**src/rtl/cp0_pkg.sv**
```systemverilog
// Shared definitions for the coprocessor-0 block: register indices,
// exception codes, SR/Cause field positions and the handler mode type.
package cp0_pkg;

   // CP0 register indices as seen by mfc0/mtc0
   localparam logic [4:0] REG_BADVADDR = 5'd8;
   localparam logic [4:0] REG_SR       = 5'd12;
   localparam logic [4:0] REG_CAUSE    = 5'd13;
   localparam logic [4:0] REG_EPC      = 5'd14;
   localparam logic [4:0] REG_PRID     = 5'd15;

   // Exception codes produced by the M-stage decoder (0 means none / interrupt)
   localparam logic [4:0] EXC_INT  = 5'd0;
   localparam logic [4:0] EXC_ADEL = 5'd4;
   localparam logic [4:0] EXC_ADES = 5'd5;
   localparam logic [4:0] EXC_RI   = 5'd10;
   localparam logic [4:0] EXC_OV   = 5'd12;

   // SR field positions
   localparam int SR_IE_BIT  = 0;
   localparam int SR_EXL_BIT = 1;
   localparam int SR_IM_LO   = 10;
   localparam int SR_IM_HI   = 15;

   // Cause field positions
   localparam int CAUSE_EXC_LO = 2;
   localparam int CAUSE_EXC_HI = 6;
   localparam int CAUSE_IP_LO  = 10;
   localparam int CAUSE_IP_HI  = 15;
   localparam int CAUSE_BD_BIT = 31;

   // Processor mode; the encoding doubles as SR.EXL
   typedef enum logic {
      MODE_NORMAL  = 1'b0,
      MODE_HANDLER = 1'b1
   } cp0_mode_e;

endpackage

```
**src/rtl/cp0_req_gen.sv**
```systemverilog
// Combinational exception/interrupt request generation for CP0.
// An enabled, unmasked interrupt outranks a synchronous exception; both
// are suppressed while the handler is active (EXL set).
module cp0_req_gen
   import cp0_pkg::*;
(
   input  logic [5:0] hwint,
   input  logic [5:0] im,
   input  logic       ie,
   input  logic       exl,
   input  logic [4:0] exc_code_in,
   output logic       req,
   output logic [4:0] exc_code
);

   logic int_req;
   logic exc_req;

   // Request terms and the ExcCode to record, with interrupt priority
   always_comb begin
      int_req  = (|(hwint & im)) & ie & ~exl;
      exc_req  = (exc_code_in != EXC_INT) & ~exl;
      req      = int_req | exc_req;
      exc_code = int_req ? EXC_INT : exc_code_in;
   end

endmodule

```
**src/rtl/cp0_unit.sv**
```systemverilog
// Coprocessor-0: SR/Cause/EPC/PRId registers, exception/interrupt
// arbitration and the one-cycle flush/redirect request.
// Optional feature macro: CP0_BADVADDR_EN adds BadAddrIn and register 8
// (BadVAddr); without it register 8 reads 0.
//
// Req is a single-cycle strobe with no back-pressure: when Req is high the
// pipeline must flush and redirect in that same cycle; CP0 commits the
// exception state (EXL, BD, ExcCode, EPC) at the closing clock edge.
module cp0_unit
   import cp0_pkg::*;
#(
   parameter logic [31:0] PRID_VALUE = 32'h2021_0007,
   parameter logic [5:0]  IM_RESET   = 6'h00
)(
   input  logic        clk,
   input  logic        reset,
`ifdef CP0_BADVADDR_EN
   input  logic [31:0] BadAddrIn,
`endif
   input  logic [4:0]  A1,
   input  logic [4:0]  A2,
   input  logic [31:0] DIn,
   input  logic        WE,
   input  logic [31:0] PC,
   input  logic        BDIn,
   input  logic [4:0]  ExcCodeIn,
   input  logic        EXLClr,
   input  logic [5:0]  HWInt,
   output logic        Req,
   output logic [31:0] EPCOut,
   output logic [31:0] DOut
);

   // SR state; EXL is carried by the mode register
   logic [5:0]  sr_im;
   logic        sr_ie;
   cp0_mode_e   mode;

   // Cause state
   logic        cause_bd;
   logic [5:0]  cause_ip;
   logic [4:0]  cause_exc;

   logic [31:0] epc;
   logic [4:0]  sel_exc_code;
   logic [31:0] sr_word;
   logic [31:0] cause_word;

   cp0_req_gen u_req_gen (
      .hwint       (HWInt),
      .im          (sr_im),
      .ie          (sr_ie),
      .exl         (mode == MODE_HANDLER),
      .exc_code_in (ExcCodeIn),
      .req         (Req),
      .exc_code    (sel_exc_code)
   );

   // Mode, SR, Cause and EPC update; an exception takes precedence over mtc0
   always_ff @(posedge clk or negedge reset) begin
      if (!reset) begin
         sr_im     <= IM_RESET;
         sr_ie     <= 1'b0;
         mode      <= MODE_NORMAL;
         cause_bd  <= 1'b0;
         cause_ip  <= 6'h00;
         cause_exc <= EXC_INT;
         epc       <= 32'h0;
      end else begin
         cause_ip <= HWInt;
         if (Req) begin
            mode      <= MODE_HANDLER;
            cause_bd  <= BDIn;
            cause_exc <= sel_exc_code;
            epc       <= BDIn ? (PC - 32'd4) : PC;
         end else begin
            if (EXLClr) begin
               mode <= MODE_NORMAL;
            end
            if (WE) begin
               case (A2)
                  REG_SR: begin
                     sr_im <= DIn[SR_IM_HI:SR_IM_LO];
                     sr_ie <= DIn[SR_IE_BIT];
                     mode  <= DIn[SR_EXL_BIT] ? MODE_HANDLER : MODE_NORMAL;
                  end
                  REG_EPC: epc <= DIn;
                  default: ;
               endcase
            end
         end
      end
   end

`ifdef CP0_BADVADDR_EN
   logic [31:0] badvaddr;

   // Capture the faulting address on address-error exceptions
   always_ff @(posedge clk or negedge reset) begin
      if (!reset) begin
         badvaddr <= 32'h0;
      end else if (Req && (sel_exc_code == EXC_ADEL || sel_exc_code == EXC_ADES)) begin
         badvaddr <= ((PC[1:0] != 2'b00) && (sel_exc_code == EXC_ADEL)) ? PC : BadAddrIn;
      end
   end
`endif

   // Pack SR and Cause into their architectural 32-bit layouts
   always_comb begin
      sr_word                          = 32'h0;
      sr_word[SR_IM_HI:SR_IM_LO]       = sr_im;
      sr_word[SR_EXL_BIT]              = (mode == MODE_HANDLER);
      sr_word[SR_IE_BIT]               = sr_ie;
      cause_word                       = 32'h0;
      cause_word[CAUSE_BD_BIT]         = cause_bd;
      cause_word[CAUSE_IP_HI:CAUSE_IP_LO]   = cause_ip;
      cause_word[CAUSE_EXC_HI:CAUSE_EXC_LO] = cause_exc;
   end

   // mfc0 read mux; reflects state before the edge (no write bypass)
   always_comb begin
      DOut = 32'h0;
      case (A1)
         REG_SR:       DOut = sr_word;
         REG_CAUSE:    DOut = cause_word;
         REG_EPC:      DOut = epc;
         REG_PRID:     DOut = PRID_VALUE;
`ifdef CP0_BADVADDR_EN
         REG_BADVADDR: DOut = badvaddr;
`endif
         default:      DOut = 32'h0;
      endcase
   end

   assign EPCOut = epc;

endmodule

```
**config.mk**
```make
export PLATFORM = sky130hd
export DESIGN_NAME = cp0_unit
export DESIGN_NICKNAME = d
export VERILOG_FILES = /design/src/rtl/cp0_pkg.sv /design/src/rtl/cp0_req_gen.sv /design/src/rtl/cp0_unit.sv
export SDC_FILE = /design/constraint.sdc
export NUM_CORES = 1
export LEC_CHECK = 0
export CORE_ASPECT_RATIO = 0.8
export CORE_MARGIN = 4
export CORE_UTILIZATION = 42
export DETAILED_ROUTE_END_ITERATION = 10
export HOLD_SLACK_MARGIN = 0.15
export PLACE_DENSITY = 0.82
export SYNTH_ARGS = -nofsm -noshare
export SYNTH_HDL_FRONTEND = slang
export SYNTH_HIERARCHICAL = 1
export SYNTH_SLANG_ARGS = --single-unit
export TNS_END_PERCENT = 20
```
**constraint.sdc**
```tcl
create_clock -name clk -period 3 [get_ports clk]
set_input_delay 0.75 -clock clk [delete_from_list [all_inputs] [get_ports clk]]
set_output_delay 0.75 -clock clk [all_outputs]
set_load 0.01 [all_outputs]
```
==> out/results.ini <==
[run_status]
status = finished clean

[timing]
rsz0062_at_grt = yes
worst_clock_skew_ps = 8.18
drv_slew = 0
max_freq_ghz = 0.335
fin_crit_ps = 2990
worst_slew_pin_slew_ps = 756
setup_viol = 0
finalHoldViolations = 0
hold_slack_ps = 485
slew_headroom = 0.496
post-route-period-util = 0.996
setup_tns_ps = 0

[clock_network]
worstSkewPairLatency_ps = 310
cts_sinks = 52
clk_pin_slew_ps = 100
clockBufferDepth = 2
h-tree-depth = 2
cts_hold_buf = 0
cts_buffers = 5
root_buffer = clkbuf_8
cts_tree = built

[placement]
port_buffers = 154
hpwl_um = 9180
gp_congestion = 0.832
placed_cells_incl_taps = 636
dpl_cell_area_um2 = 5300

[routing]
drc = 0
antenna_left = 0
vias = 3663
firstDrtPassIters = 5
post_drt_wl_per_cell_um = 18.5
initialDrtViolationCount = 237
avgViaCountPerCell = 5.67
wl_um = 12000

[power_and_ir_drop]
comb_power_share = 0.469
p_clk_frac = 0.133
switching_share = 0.369
internal_power_mw = 1.97
power_frac_seq = 0.398
p_leak_nw = 2.30
max-vdd-ir-drop_mv = 0.396
power_mw = 3.12
p_per_area_nw_per_um2 = 585
power_switching_mw = 1.15

[grt]
grt_max_degree = 49
first_global_vias = 3738
grt_overflow = 0
antenna_found_initial = 0
grt_pass1_wl_um = 19000
track_usage = 0.258

[floorplan]
floorplan.initialDensity = 0.440
ios = 155
die-width_um = 107
core_area_um2 = 7530
dieHeight_um = 87.4
die-area_um2 = 9380
row_count = 28

[setup_path]
start_kind = input pin
cp_data_required_time_ps = 2250
endpoint_kind = output pin
worst-path-buf-inv = 2
worstPathMaxFanout = 2
crit_chain = clkdlybuf4s50_1 -> or4_1 -> nor2_2 -> o21bai_4 -> dlygate4sd2_1
cpLargestDelayFamily = buffers and inverters
path_class = input pin to output pin
critPathArrivalTime_ps = 2240
r2r_setup_slack_ps = 720
max_stage_delay_ps = 550
cp_slowest_cell = or4_1

[yosys]
netlist_top_cells_area = dfrtp_1 (39%), a211oi_1 (6.1%), and3_1 (5.1%)
synth_top_cell_by_area = dfrtp_1
postSynthCellCount = 352
avgSynthCellArea_um2 = 9.41
synth.cell_area_um2 = 3310
synth_async_sr_flop_share = 1.00
synth.top_cell.area_share = 0.393
ys.flop_type = dfrtp_1
synth_fp_nets = 443
yosys_warnings = 6
ys_seq_area_frac = 0.393
ys_seq_elements = 52
synth-edff-count = 0
synthDistinctLibCells = 44
yosysMostFrequentCell = dfrtp_1
ys_top_cells_by_count = dfrtp_1 (52), a211oi_1 (27), and3_1 (27)

[finish]
nets = 631
syn_to_final_growth_pct = 61.1
instances_no_fill = 646
design_area_um2 = 5340
fillers = 581
layout-drive-gt1-share = 0.226
diodes = 0

[job]
max_cap_violations = 0

[hold_path]
hold_class = input pin to asynchronous set/reset pin

==> cell usage in the layout, fill, tap and decap left out, drive strengths merged, types with 2 or more instances in the layout <==
cell type / count
dfrtp: 52
and3: 27
mux2i: 5
buf: 82
or2: 6
nor2: 14
a31oi: 16
a211oi: 27
nand2b: 2
clkbuf: 6
xor2: 4
clkdlybuf4s50: 115
nor4: 4
o41ai: 2
nand2: 13
dlymetal6s2s: 3
xnor2: 7
or4: 18
a22o: 5
dlygate4sd2: 9
and2: 17
a21oi: 12
o2bb2ai: 6
nor3: 9
o31ai: 12
mux2: 13
or4b: 4
o21ai: 10
or3: 8
nor2b: 5
clkinvlp: 2
inv: 4
a22oi: 9
==> registers in the layout (all words and copies together) (netlist names) <==
name and count:
EPCOut 32, cause_bd 1, cause_exc 5, cause_ip 6, mode 1, sr_ie 1, sr_im 6
==> worst paths after layout <==
| kind | cells after the start | start | to |
|---|---|---|---|
| setup / recovery | 5 | ExcCodeIn[3] | Req |
| hold / removal | 1 | reset | EPCOut[26] |
| setup reg to reg | 7 | sr_im[2] | cause_exc[0] |
| hold reg to reg | 1 | cause_exc[1] | cause_exc[1] |
| max in group asynchronous | 2 | reset | sr_im[4] |
| min in group clk | 1 | cause_exc[1] | cause_exc[1] |
==> power by group through the flow <==
stage                     registers, mW  clock network (mW)  logic [mW]
after floorplan                    1.28                   0       0.565
after global placement             1.24                   0        1.43
after detailed placement           1.26                   0        1.47
after CTS                          1.24               0.421        1.47
after global routing               1.29               0.454        1.58
final                              1.24               0.415        1.46
==> per-stage QoR <==
step           utilization  worst slack [ps]
6_report             0.709              11.5
5_1_grt              0.709             -52.1
4_1_cts              0.713             0.515
3_5_place_dp         0.704              -422
3_3_place_gp         0.704              -361
2_1_floorplan            -               239
==> area by class of cell <==
cell class / count / area [um^2] / area share
Tap cell: 105 / 131 / 0.0246
Clock buffer: 5 / 68.8 / 0.0129
Sequential cell: 52 / 1300 / 0.244
Inverter: 4 / 15.0 / 0.00281
Multi-Input combinational cell: 267 / 1930 / 0.361
Clock inverter: 3 / 23.8 / 0.00445
Timing Repair Buffer: 210 / 1870 / 0.351
==> cells by family after synthesis <==
family / count (synthesis) / share of synthesized area
DFF: 52 / 0.393
and+or+nand+nor: 134 / 0.251
AOI/OAI and AO/OA: 103 / 0.222
muxes: 18 / 0.0593
adders and majority gates: 1 / 0.00378
buffers and inverters: 33 / 0.0419
xor gates and xnor gates: 11 / 0.0291
==> what timing repair did <==
| item | 4_1_cts | 5_1_grt |
|---|---|---|
| endpoints found under the setup margin | 33 | 32 |
| resized for setup | 117 | 14 |
| gates cloned | 1 | 0 |
| pin swaps | 1 | 6 |
| setup buffers | 2 | 0 |
==> per-layer routing <==
metal,wire [um],global-route usage
met5,0,0
met4,153,0.0534
met3,696,0.0408
met2,5620,0.429
met1,5510,0.358
Power figures use the tool's default switching activity.
